===== src/rtl/instr_pkg.sv =====
// Shared definitions for the RV32I instruction encoder: micro-op classes, opcodes,
// immediate forms and encoder FSM states.
package instr_pkg;

  typedef enum logic [3:0] {
    ClsLoad   = 4'd0,
    ClsStore  = 4'd1,
    ClsRtype  = 4'd2,
    ClsBranch = 4'd3,
    ClsItype  = 4'd4,
    ClsJal    = 4'd5,
    ClsAuipc  = 4'd6,
    ClsLui    = 4'd7,
    ClsJalr   = 4'd8
  } cls_e;

  // Form codes line up with the main decoder's ImmSrc encoding.
  typedef enum logic [2:0] {
    FormI = 3'b000,
    FormS = 3'b001,
    FormB = 3'b010,
    FormJ = 3'b011,
    FormU = 3'b100,
    FormR = 3'b101
  } form_e;

  localparam logic [6:0] OpLoad   = 7'h03;
  localparam logic [6:0] OpStore  = 7'h23;
  localparam logic [6:0] OpRtype  = 7'h33;
  localparam logic [6:0] OpBranch = 7'h63;
  localparam logic [6:0] OpItype  = 7'h13;
  localparam logic [6:0] OpJal    = 7'h6F;
  localparam logic [6:0] OpAuipc  = 7'h17;
  localparam logic [6:0] OpLui    = 7'h37;
  localparam logic [6:0] OpJalr   = 7'h67;

  typedef enum logic [1:0] {
    StIdle,
    StRun,
    StDrain,
    StDone
  } state_e;

endpackage


===== src/rtl/imm_pack.sv =====
// Places an immediate into its RV32I bit positions for the given form and reports
// whether the value is representable in that form.
module imm_pack
  import instr_pkg::*;
(
  input  logic [2:0]  form_i,
  input  logic [31:0] imm_i,
  output logic [31:0] field_o,
  output logic        fits_o
);

  logic sext12, sext13, sext21;

  assign sext12 = (imm_i[31:11] == {21{imm_i[11]}});
  assign sext13 = (imm_i[31:12] == {20{imm_i[12]}});
  assign sext21 = (imm_i[31:20] == {12{imm_i[20]}});

  always_comb begin
    field_o = '0;
    fits_o  = 1'b1;
    case (form_i)
      FormI: begin
        field_o = {imm_i[11:0], 20'b0};
        fits_o  = sext12;
      end
      FormS: begin
        field_o = {imm_i[11:5], 13'b0, imm_i[4:0], 7'b0};
        fits_o  = sext12;
      end
      FormB: begin
        field_o = {imm_i[12], imm_i[10:5], 13'b0, imm_i[4:1], imm_i[11], 7'b0};
        fits_o  = sext13 && !imm_i[0];
      end
      FormJ: begin
        field_o = {imm_i[20], imm_i[10:1], imm_i[11], imm_i[19:12], 12'b0};
        fits_o  = sext21 && !imm_i[0];
      end
      FormU: begin
        field_o = {imm_i[31:12], 12'b0};
        fits_o  = (imm_i[11:0] == 12'b0);
      end
      default: begin
        field_o = '0;
        fits_o  = 1'b1;
      end
    endcase
  end

endmodule


===== src/rtl/instr_encoder.sv =====
// Streaming RV32I encoder: packs micro-ops into instruction words and writes them to
// consecutive IMEM addresses. Define ENC_RANGE_CHECK_EN to drop immediates that do not fit.
module instr_encoder
  import instr_pkg::*;
#(
  parameter int unsigned ADDR_W = 8,
  parameter int unsigned BASE   = 0
) (
  input  logic              clk_i,
  input  logic              rst_ni,
  input  logic              start_i,
  input  logic [ADDR_W:0]   count_i,
  input  logic              in_valid_i,
  output logic              in_ready_o,
  input  logic [3:0]        in_class_i,
  input  logic [2:0]        in_funct3_i,
  input  logic              in_f7b_i,
  input  logic [4:0]        in_rd_i,
  input  logic [4:0]        in_rs1_i,
  input  logic [4:0]        in_rs2_i,
  input  logic [31:0]       in_imm_i,
  output logic              out_valid_o,
  input  logic              out_ready_i,
  output logic [ADDR_W-1:0] out_addr_o,
  output logic [31:0]       out_data_o,
  output logic              busy_o,
  output logic              done_o,
  output logic              err_o
);

  state_e              state_q, state_d;
  logic [ADDR_W:0]     acc_q, acc_d, cnt_q, cnt_d;
  logic [ADDR_W-1:0]   addr_q, addr_d;
  logic                out_valid_q, out_valid_d;
  logic [31:0]         data_q, data_d;
  logic                err_q, err_d;

  logic [2:0]  form;
  logic [6:0]  opcode;
  logic        use_rd, use_f3, use_rs1, use_rs2, set_b30, legal;
  logic [31:0] field, word;
  logic        fits, drop, in_fire, out_fire;

  always_comb begin
    form    = FormR;
    opcode  = '0;
    use_rd  = 1'b0;
    use_f3  = 1'b0;
    use_rs1 = 1'b0;
    use_rs2 = 1'b0;
    set_b30 = 1'b0;
    legal   = 1'b1;
    case (in_class_i)
      ClsLoad:   begin form = FormI; opcode = OpLoad;   {use_rd, use_f3, use_rs1} = '1; end
      ClsStore:  begin form = FormS; opcode = OpStore;  {use_f3, use_rs1, use_rs2} = '1; end
      ClsRtype:  begin
        form = FormR; opcode = OpRtype; {use_rd, use_f3, use_rs1, use_rs2} = '1;
        set_b30 = 1'b1;
      end
      ClsBranch: begin form = FormB; opcode = OpBranch; {use_f3, use_rs1, use_rs2} = '1; end
      ClsItype:  begin
        form = FormI; opcode = OpItype; {use_rd, use_f3, use_rs1} = '1;
        set_b30 = (in_funct3_i == 3'b101);
      end
      ClsJal:    begin form = FormJ; opcode = OpJal;    use_rd = 1'b1; end
      ClsAuipc:  begin form = FormU; opcode = OpAuipc;  use_rd = 1'b1; end
      ClsLui:    begin form = FormU; opcode = OpLui;    use_rd = 1'b1; end
      ClsJalr:   begin form = FormI; opcode = OpJalr;   {use_rd, use_rs1} = '1; end
      default:   legal = 1'b0;
    endcase
  end

  imm_pack u_imm_pack (
    .form_i  (form),
    .imm_i   (in_imm_i),
    .field_o (field),
    .fits_o  (fits)
  );

  // Register fields overlay the immediate; the shift/sub bit overrides imm bit 30.
  always_comb begin
    word       = field;
    word[6:0]  = opcode;
    if (use_rd)  word[11:7]  = in_rd_i;
    if (use_f3)  word[14:12] = in_funct3_i;
    if (use_rs1) word[19:15] = in_rs1_i;
    if (use_rs2) word[24:20] = in_rs2_i;
    if (set_b30) word[30]    = in_f7b_i;
  end

`ifdef ENC_RANGE_CHECK_EN
  assign drop = !legal || !fits;
`else
  logic unused_fits;
  assign unused_fits = fits;
  assign drop        = !legal;
`endif

  assign out_fire   = out_valid_q && out_ready_i;
  assign in_ready_o = (state_q == StRun) && (!out_valid_q || out_ready_i);
  assign in_fire    = in_valid_i && in_ready_o;

  always_comb begin
    state_d     = state_q;
    acc_d       = acc_q;
    cnt_d       = cnt_q;
    addr_d      = addr_q;
    out_valid_d = out_valid_q;
    data_d      = data_q;
    err_d       = 1'b0;
    if (out_fire) begin
      out_valid_d = 1'b0;
      addr_d      = addr_q + 1'b1;
    end
    if (in_fire) begin
      acc_d = acc_q + 1'b1;
      if (drop) begin
        err_d = 1'b1;
      end else begin
        out_valid_d = 1'b1;
        data_d      = word;
      end
    end
    case (state_q)
      StIdle: begin
        if (start_i) begin
          cnt_d   = count_i;
          acc_d   = '0;
          addr_d  = ADDR_W'(BASE);
          state_d = (count_i == '0) ? StDone : StRun;
        end
      end
      StRun:   if (in_fire && (acc_d == cnt_q)) state_d = StDrain;
      // Leave as the final word is taken so done lands the cycle after that handshake.
      StDrain: if (!out_valid_d) state_d = StDone;
      StDone:  state_d = StIdle;
      default: state_d = StIdle;
    endcase
  end

  always_ff @(posedge clk_i or negedge rst_ni) begin
    if (!rst_ni) begin
      state_q     <= StIdle;
      acc_q       <= '0;
      cnt_q       <= '0;
      addr_q      <= ADDR_W'(BASE);
      out_valid_q <= 1'b0;
      data_q      <= '0;
      err_q       <= 1'b0;
    end else begin
      state_q     <= state_d;
      acc_q       <= acc_d;
      cnt_q       <= cnt_d;
      addr_q      <= addr_d;
      out_valid_q <= out_valid_d;
      data_q      <= data_d;
      err_q       <= err_d;
    end
  end

  assign out_valid_o = out_valid_q;
  assign out_addr_o  = addr_q;
  assign out_data_o  = data_q;
  assign busy_o      = (state_q != StIdle);
  assign done_o      = (state_q == StDone);
  assign err_o       = err_q;

endmodule


===== config.mk =====
export PLATFORM = sky130hd
export DESIGN_NAME = instr_encoder
export DESIGN_NICKNAME = d
export VERILOG_FILES = /design/src/rtl/instr_pkg.sv /design/src/rtl/imm_pack.sv /design/src/rtl/instr_encoder.sv
export SDC_FILE = /design/constraint.sdc
export NUM_CORES = 1
export LEC_CHECK = 0
export ABC_AREA = 1
export BUFFER_PORTS_ARGS = -buffer_cell sky130_fd_sc_hd__buf_2
export CORE_ASPECT_RATIO = 1.5
export CORE_UTILIZATION = 40
export CTS_CLUSTER_SIZE = 14
export DETAILED_ROUTE_END_ITERATION = 12
export PLACE_DENSITY = 0.68
export REMOVE_ABC_BUFFERS = 1
export SLEW_MARGIN = 30
export SYNTH_ARGS = -nofsm -noshare
export SYNTH_HDL_FRONTEND = slang
export SYNTH_SLANG_ARGS = --single-unit

===== constraint.sdc =====
create_clock -name clk_i -period 1.75 [get_ports clk_i]
set_input_delay 0.0875 -clock clk_i [delete_from_list [all_inputs] [get_ports clk_i]]
set_output_delay 0.0875 -clock clk_i [all_outputs]
set_load 0.02 [all_outputs]

==> out/metrics.csv, run 1 <==
metric,value,unit
slew at the pin closest to its max-slew limit,0.480,ns
RSZ-0062 raised after global routing,true,
first-pass GRT wire length,14500,microns
GR Overflow Total,0,
WL/cell,12.8,microns
Final WS setup,-0.0983,ns
# nets final,675,
Final Setup Violations,7,
required time of the critical path,1.96,ns
CP max FO,7,
clock share of power,0.226,
synth top area cells,"dfrtp_1 44%, nand2_1 13%, inv_1 6.7%, nor2_1 4.5%, o21ai_0 3.2%",
Final Hold Fails,0,
height of the die,116,microns
Commonest cells post-synth,"120 x nand2_1, 61 x dfrtp_1, 61 x inv_1, 41 x nor2_1, 22 x o21ai_0",
number of synthesized register bits,61,
"Top FF cell, synth",dfrtp_1,
Seq. cell area,1530,sq um
"Clk pin slew, worst setup/hold paths",0.05,ns
largest net degree at the start of global routing,62,
Hold Path Class,input port to flop,
layout cells sized above 1,0.355,
status,"finished, violations left",
largest area contributor in the netlist,dfrtp_1,
root buffer selected by CTS,clkbuf_16,
row count,41,
final wirelength,9070,microns
Tcrit/Tclk final,1.06,
ANT cells,0,
clk buf depth,2,
core area,8360,sq um
multi-input logic area,1660,sq um
number of synthesized flops with an enable pin,0,
Num CTS Buffers,9,
failing checks,setup timing,
fin area,4750,sq um
Gate Count Post-Synth,452,
"Min Clock Period, post-route",1.85,ns
skew final,0.00452,ns
Die W,77.7,microns
Synth cell types,40,
post-DP HPWL,6790,microns
routability cong.,0.850,
ys async rst share,1.00,
Slew headroom,0.678,
DRC violations left,0,
vias,3499,
placed insts,685,
Worst-Skew Late Latency,0.32,ns
combinational group share of total power,0.448,
Synth Area per Inst,7.60,sq um
Iter 0 DRT Violations,89,
Ys Warns,0,
Ports,114,
Worst VDD drop,0.872,mV
Sw Pwr,0.00275,W
# H-tree levels,3,
Power Internal,0.00422,W
static leakage,2.59,nW
vias in the first global route,3233,
# fillers,782,
Critical Path Start Type,flop,
CP arrival,2.06,ns
total placed instance area,4280,sq um
share of the yosys chip area belonging to registers,0.444,
CTS tree,done,
Seq pwr share,0.326,
"count leader, synth",nand2_1,
Initial Utilization,0.411,
CP endpoint kind,flop,
Setup Crit Path Kind,flop to flop,
remaining antenna violation count,0,
sw frac,0.394,
final non-filler cell total,709,
total track usage,0.211,
"Area growth, synth to finish",38.3,%
number of max-cap violations,0,
Power Dens Cells,1470,nW/um^2
mapped cell area,3440,sq um
Pre-Repair DR Iteration Count,4,
port bufs,113,
via-per-instance ratio,4.94,
maximum clock frequency,0.541,GHz
# clock sinks,61,
initial antenna violation count,0,
fin. max-slew vios,0,
top cell type's share of synthesized area,0.444,
Die Area,8970,sq um
-- stage by stage --
step | utilization | hold slack, ns | setup TNS (ns) | total power, W | worst slack, ns
after floorplan | - | -0.208 | -5.98 | 0.00398 | -0.424
after global placement | 0.512 | 0.121 | -0.112 | 0.00507 | -0.0564
after detailed placement | 0.512 | 0.123 | -0.319 | 0.00515 | -0.172
after CTS | 0.560 | 0.0105 | -0.165 | 0.00691 | -0.0936
after global routing | 0.568 | 0.0271 | -1.31 | 0.00747 | -0.182
final | 0.568 | 0.0205 | -0.219 | 0.00696 | -0.0983
-- what timing repair did --
item,4_1_cts,5_1_grt
pin swaps,7,8
resized for setup,17,18
hold buffers,3,0
endpoints found under the hold margin,63,0
setup endpoints to repair,2,26
setup buffers,5,2
-- power by group through the flow --
stage	logic [W]	clock network (W)	registers (W)
floorplan	0.00130	0	0.00269
global placement	0.00282	0	0.00225
detailed placement	0.00287	0	0.00228
CTS	0.00302	0.00162	0.00228
global route	0.00346	0.00168	0.00233
finish	0.00312	0.00157	0.00227
-- cell usage in the layout, fill, tap and decap left out, types with 6 or more instances in the layout --
master	n
nand3_1	17
nor2_1	39
a21oi_1	16
inv_2	6
dfrtp_1	61
nor2_4	6
a31oi_1	10
inv_1	59
buf_4	30
clkbuf_16	9
o22ai_1	6
nand2_1	111
nand2_2	17
o21ai_1	6
o21ai_0	22
nor2_2	7
nor3_1	6
buf_2	113
-- worst paths after layout --
path                                       startpoint                          to  slack (ns)  cells past startpoint
min reg2reg                out_data_o[18]$_DFFE_PN0P_  out_data_o[18]$_DFFE_PN0P_        0.47                      2
min in group asynchronous                      rst_ni  out_data_o[25]$_DFFE_PN0P_        0.29                      3
max reg2reg                    state_q[1]$_DFFE_PN0P_      state_q[1]$_DFFE_PN0P_        -0.1                     15
max                            state_q[1]$_DFFE_PN0P_      state_q[1]$_DFFE_PN0P_        -0.1                     15
max in group asynchronous                      rst_ni  out_data_o[16]$_DFFE_PN0P_        1.16                      3
min                                        count_i[6]        cnt_q[6]$_DFFE_PN0P_        0.02                      3
-- registers in the layout (all words and copies together), names as in the netlist --
register / cells
acc_q: 9
out_valid_o: 1
out_data_o: 31
state_q: 2
out_addr_o: 8
cnt_q: 9
err_o: 1
-- final cells by class --
class | instances | share of cell area
clock inverter | 2 | 0.00211
timing repair buffer | 151 | 0.190
multi-input combinational | 308 | 0.349
inverter | 68 | 0.0553
sequential | 61 | 0.321
clock buffer | 12 | 0.0540
tap | 107 | 0.0282
-- critical path, cell delays in order (launching register included) --
cell and delay [ns]:
dfrtp_1 0.39, inv_2 0.08, ha_4 0.15, nand3_4 0.08, buf_12 0.15, buf_8 0.13
nand2_2 0.06, nand3_1 0.09, nand2_1 0.10, nand3_2 0.08, nor2_2 0.10, nand3_2 0.08
nand2_2 0.09, nand2_2 0.05, nand2_1 0.05, nand2_1 0.05
-- kinds of logic (layout without fill, tap and decap cells) --
group,count (synthesis),in the layout,synth area share
adders and majority gates,7,7,0.0255
and+or+nand+nor,219,219,0.285
DFF,61,61,0.444
AOI/OAI and AO/OA,77,77,0.133
buffers and inverters,83,233,0.100
xor gates and xnor gates,5,5,0.0127
-- layer usage --
| layer | routed length, microns | track usage | up-vias |
|---|---|---|---|
| met5 | 0 | 0 | - |
| met4 | 210 | 0.109 | 0 |
| met3 | 601 | 0.0457 | 18 |
| met2 | 4640 | 0.383 | 131 |
| met1 | 3620 | 0.230 | 1605 |
| li1 | - | - | 1745 |
Note: power is estimated with default switching activity, not from simulation.
==> inputs of run 2 (changes only) <==
--- a/config.mk
+++ b/config.mk
@@ -5,14 +5,15 @@
 export SDC_FILE = /design/constraint.sdc
 export NUM_CORES = 1
 export LEC_CHECK = 0
-export ABC_AREA = 1
 export BUFFER_PORTS_ARGS = -buffer_cell sky130_fd_sc_hd__buf_2
 export CORE_ASPECT_RATIO = 1.5
 export CORE_UTILIZATION = 40
 export CTS_CLUSTER_SIZE = 14
 export DETAILED_ROUTE_END_ITERATION = 12
+export MAX_ROUTING_LAYER = met4
 export PLACE_DENSITY = 0.68
 export REMOVE_ABC_BUFFERS = 1
+export SETUP_SLACK_MARGIN = 0.3
 export SLEW_MARGIN = 30
 export SYNTH_ARGS = -nofsm -noshare
 export SYNTH_HDL_FRONTEND = slang
==> run 2 against run 1 <==
  * The run still ends with setup timing left
  * Critical path depth decreased by 6
  * Utilization rose by 14 points
  * Via count up 6.0%
  * Power up 24%
  * Critical endpoint is now state_q[0]$_DFFE_PN0P_
  * Largest cell class unchanged
  * Highest routed layer unchanged
==> out/metrics.csv, run 2 <==
metric,value,unit,change
clk buf depth,2,,unchanged
row count,41,,unchanged
hold_sp,count_i[3],,was count_i[6]
Setup Crit Path Kind,flop to flop,,unchanged
Worst VDD drop,0.851,mV,was 0.872 mV
synth top area cells,"dfrtp_1 44%, nand2_1 5.1%, o21ai_0 4.6%, a22oi_1 4.1%, nor2_1 3.9%",,"was dfrtp_1 44%, nand2_1 13%, inv_1 6.7%, nor2_1 4.5%, o21ai_0 3.2%"
core area,8410,sq um,was 8360 sq um
total placed instance area,4530,sq um,was 4280 sq um
Register-to-Register Setup Slack,-0.61,ns,was -0.1 ns
largest area contributor in the netlist,dfrtp_1,,unchanged
Pre-Repair DR Iteration Count,4,,unchanged
height of the die,116,microns,about the same
number of max-cap violations,0,,unchanged
port bufs,113,,unchanged
Final WS setup,-0.613,ns,was -0.0983 ns
CP max FO,3,,was 7
required time of the critical path,1.96,ns,about the same
Die Area,9090,sq um,was 8970 sq um
first-pass GRT wire length,18300,microns,was 14500 microns
Reg-to-Reg End,state_q[0]$_DFFE_PN0P_,,was state_q[1]$_DFFE_PN0P_
path depth of the worst reg2reg path,9,,was 15
CTS tree,done,,unchanged
Initial Utilization,0.414,,was 0.411
worst-path cell chain,inv_2 > ha_4 > and2_4 > nand2_4 > nor3_4 > xor3_2 > nor4_4 > mux2i_1 > or3_1,,was inv_2 > ha_4 > nand3_4 > buf_12 > buf_8 > nand2_2 > nand3_1 > nand2_1 > nand3_2 > nor2_2 > nand3_2 > nand2_2 > nand2_2 > nand2_1 > nand2_1
Power Dens Cells,1450,nW/um^2,was 1470 nW/um^2
most frequent cells in the layout,"110 x buf_2, 59 x dfrtp_1, 53 x buf_4",,"was 113 x buf_2, 111 x nand2_1, 61 x dfrtp_1"
fin. max-slew vios,0,,unchanged
Final Core Density,0.706,,was 0.568
GR Overflow Total,0,,unchanged
"Clk pin slew, worst setup/hold paths",0.05,ns,about the same
mapped cell area,3480,sq um,was 3440 sq um
Hold Path Class,input port to flop,,unchanged
Gate Count Post-Synth,371,,was 452
status,"finished, violations left",,unchanged
skew final,0.00520,ns,was 0.00452 ns
final non-filler cell total,678,,was 709
Tcrit/Tclk final,1.35,,was 1.06
post-DP HPWL,7250,microns,was 6790 microns
"count leader, synth",dfrtp_1,,was nand2_1
top cell type's share of synthesized area,0.439,,was 0.444
maximum clock frequency,0.423,GHz,was 0.541 GHz
total track usage,0.277,,was 0.211
via-per-instance ratio,5.47,,was 4.94
Critical R2R Launch,state_q[1]$_DFFE_PN0P_,,unchanged
Ports,114,,unchanged
routability cong.,0.884,,was 0.850
Slew headroom,0.684,,was 0.678
ys async rst share,1.00,,unchanged
static leakage,2.80,nW,was 2.59 nW
"Min Clock Period, post-route",2.36,ns,was 1.85 ns
final wirelength,12100,microns,was 9070 microns
number of synthesized flops with an enable pin,0,,unchanged
# nets final,643,,was 675
Worst-Skew Late Latency,0.34,ns,was 0.32 ns
remaining antenna violation count,0,,unchanged
CP arrival,2.58,ns,was 2.06 ns
Num CTS Buffers,9,,unchanged
failing checks,setup timing,,unchanged
layout cells sized above 1,0.562,,was 0.355
share of the yosys chip area belonging to registers,0.439,,was 0.444
Synth Area per Inst,9.38,sq um,was 7.60 sq um
CP bufs+invs,1,,was 3
Final Setup Violations,28,,was 7
Commonest cells post-synth,"61 x dfrtp_1, 47 x nand2_1, 36 x nor2_1, 32 x o21ai_0, 19 x a22oi_1",,"was 120 x nand2_1, 61 x dfrtp_1, 61 x inv_1, 41 x nor2_1, 22 x o21ai_0"
Synth cell types,57,,was 40
# clock sinks,61,,unchanged
largest net degree at the start of global routing,62,,unchanged
ANT cells,0,,unchanged
Hold Crit Endpoint,cnt_q[3]$_DFFE_PN0P_,,was cnt_q[6]$_DFFE_PN0P_
initial antenna violation count,0,,unchanged
root buffer selected by CTS,clkbuf_16,,unchanged
slowest CP cell,dfrtp_1,,unchanged
Critical Path Start Type,flop,,unchanged
"Top FF cell, synth",dfrtp_1,,unchanged
RSZ-0062 raised after global routing,true,,unchanged
number of synthesized register bits,61,,unchanged
vias in the first global route,3791,,was 3233
# H-tree levels,3,,unchanged
setup TNS,-3.62,ns,was -0.219 ns
placed insts,626,,was 685
DRC violations left,0,,unchanged
hold path cells,2,,was 3
vias,3710,,was 3499
Final Hold Fails,0,,unchanged
Ys Warns,0,,unchanged
Die W,78.2,microns,was 77.7 microns
fin area,5940,sq um,was 4750 sq um
slew at the pin closest to its max-slew limit,0.470,ns,was 0.480 ns
max FFs per register,31,,unchanged
Iter 0 DRT Violations,129,,was 89
CP endpoint kind,flop,,unchanged
Worst path max stage delay,0.38,ns,was 0.39 ns
Top Family by Delay on Critical Path,simple AND/OR/NAND/NOR gates,,unchanged
Worst Hold Slack,0.0000515,ns,was 0.0205 ns
# fillers,613,,was 782
"most common cell after layout, fill and taps aside",buf_2,,unchanged
"Area growth, synth to finish",70.7,%,was 38.3%
WL/cell,17.8,microns,was 12.8 microns
-- run 2: stage by stage --
| step | setup WS [ns] | total power, W |
|---|---|---|
| global placement | -0.653 | 0.00514 |
| finish | -0.613 | 0.00862 |
| CTS | -0.570 | 0.00795 |
| detailed placement | -0.721 | 0.00522 |
| floorplan | -1.18 | 0.00393 |
| global route | -0.709 | 0.00908 |
-- run 2: cells by family (layout without fill, tap and decap cells) --
group | after synthesis | after routing | share of synthesized area
simple gates | 141 | 141 | 0.203
compound gates | 93 | 93 | 0.183
flops | 61 | 61 | 0.439
buf+inv | 29 | 229 | 0.0338
xor+xnor | 23 | 23 | 0.0625
mux | 17 | 17 | 0.0539
fa+ha+maj | 7 | 7 | 0.0252
-- run 2: area by class of cell --
class | count | area [sq um] | area share
well taps | 107 | 134 | 0.0225
flip-flops and latches | 61 | 1530 | 0.257
clock buffers | 11 | 253 | 0.0425
repair buffers | 206 | 1630 | 0.275
clock inverters | 4 | 47.5 | 0.00800
multi-input cells | 281 | 2310 | 0.389
inverters | 8 | 37.5 | 0.00632
-- run 2: repair_timing --
action                                  4_1_cts  5_1_grt
endpoints found under the setup margin       61       58
endpoints found under the hold margin        62        0
gates cloned                                  6        1
hold buffers                                  2        0
resized for setup                           129       67
pin swaps                                    24       32
buffers inserted                             15       13
-- run 2: worst max path at each step --
stage,endpoint,startpoint,cells past startpoint
CTS,state_q[0]$_DFFE_PN0P_,state_q[1]$_DFFE_PN0P_,9
floorplan,state_q[1]$_DFFE_PN0P_,state_q[1]$_DFFE_PN0P_,9
detailed placement,state_q[0]$_DFFE_PN0P_,state_q[1]$_DFFE_PN0P_,9
global route,state_q[0]$_DFFE_PN0P_,state_q[1]$_DFFE_PN0P_,10
finish,state_q[0]$_DFFE_PN0P_,state_q[1]$_DFFE_PN0P_,9
global placement,state_q[0]$_DFFE_PN0P_,state_q[1]$_DFFE_PN0P_,9
-- run 2: layer usage --
| layer | track usage | wire [microns] | up-vias |
|---|---|---|---|
| li1 | - | - | 1726 |
| met1 | 0.280 | 4520 | 1800 |
| met2 | 0.486 | 6460 | 142 |
| met3 | 0.0508 | 509 | 42 |
| met4 | 0.184 | 588 | 0 |
| met5 | - | 0 | - |
-- run 2: where the power goes --
group | internal (W) | total, W | switching, W
Clock | 0.00117 | 0.00182 | 0.000653
Combinational | 0.00227 | 0.00448 | 0.00221
Sequential | 0.00190 | 0.00233 | 0.000427
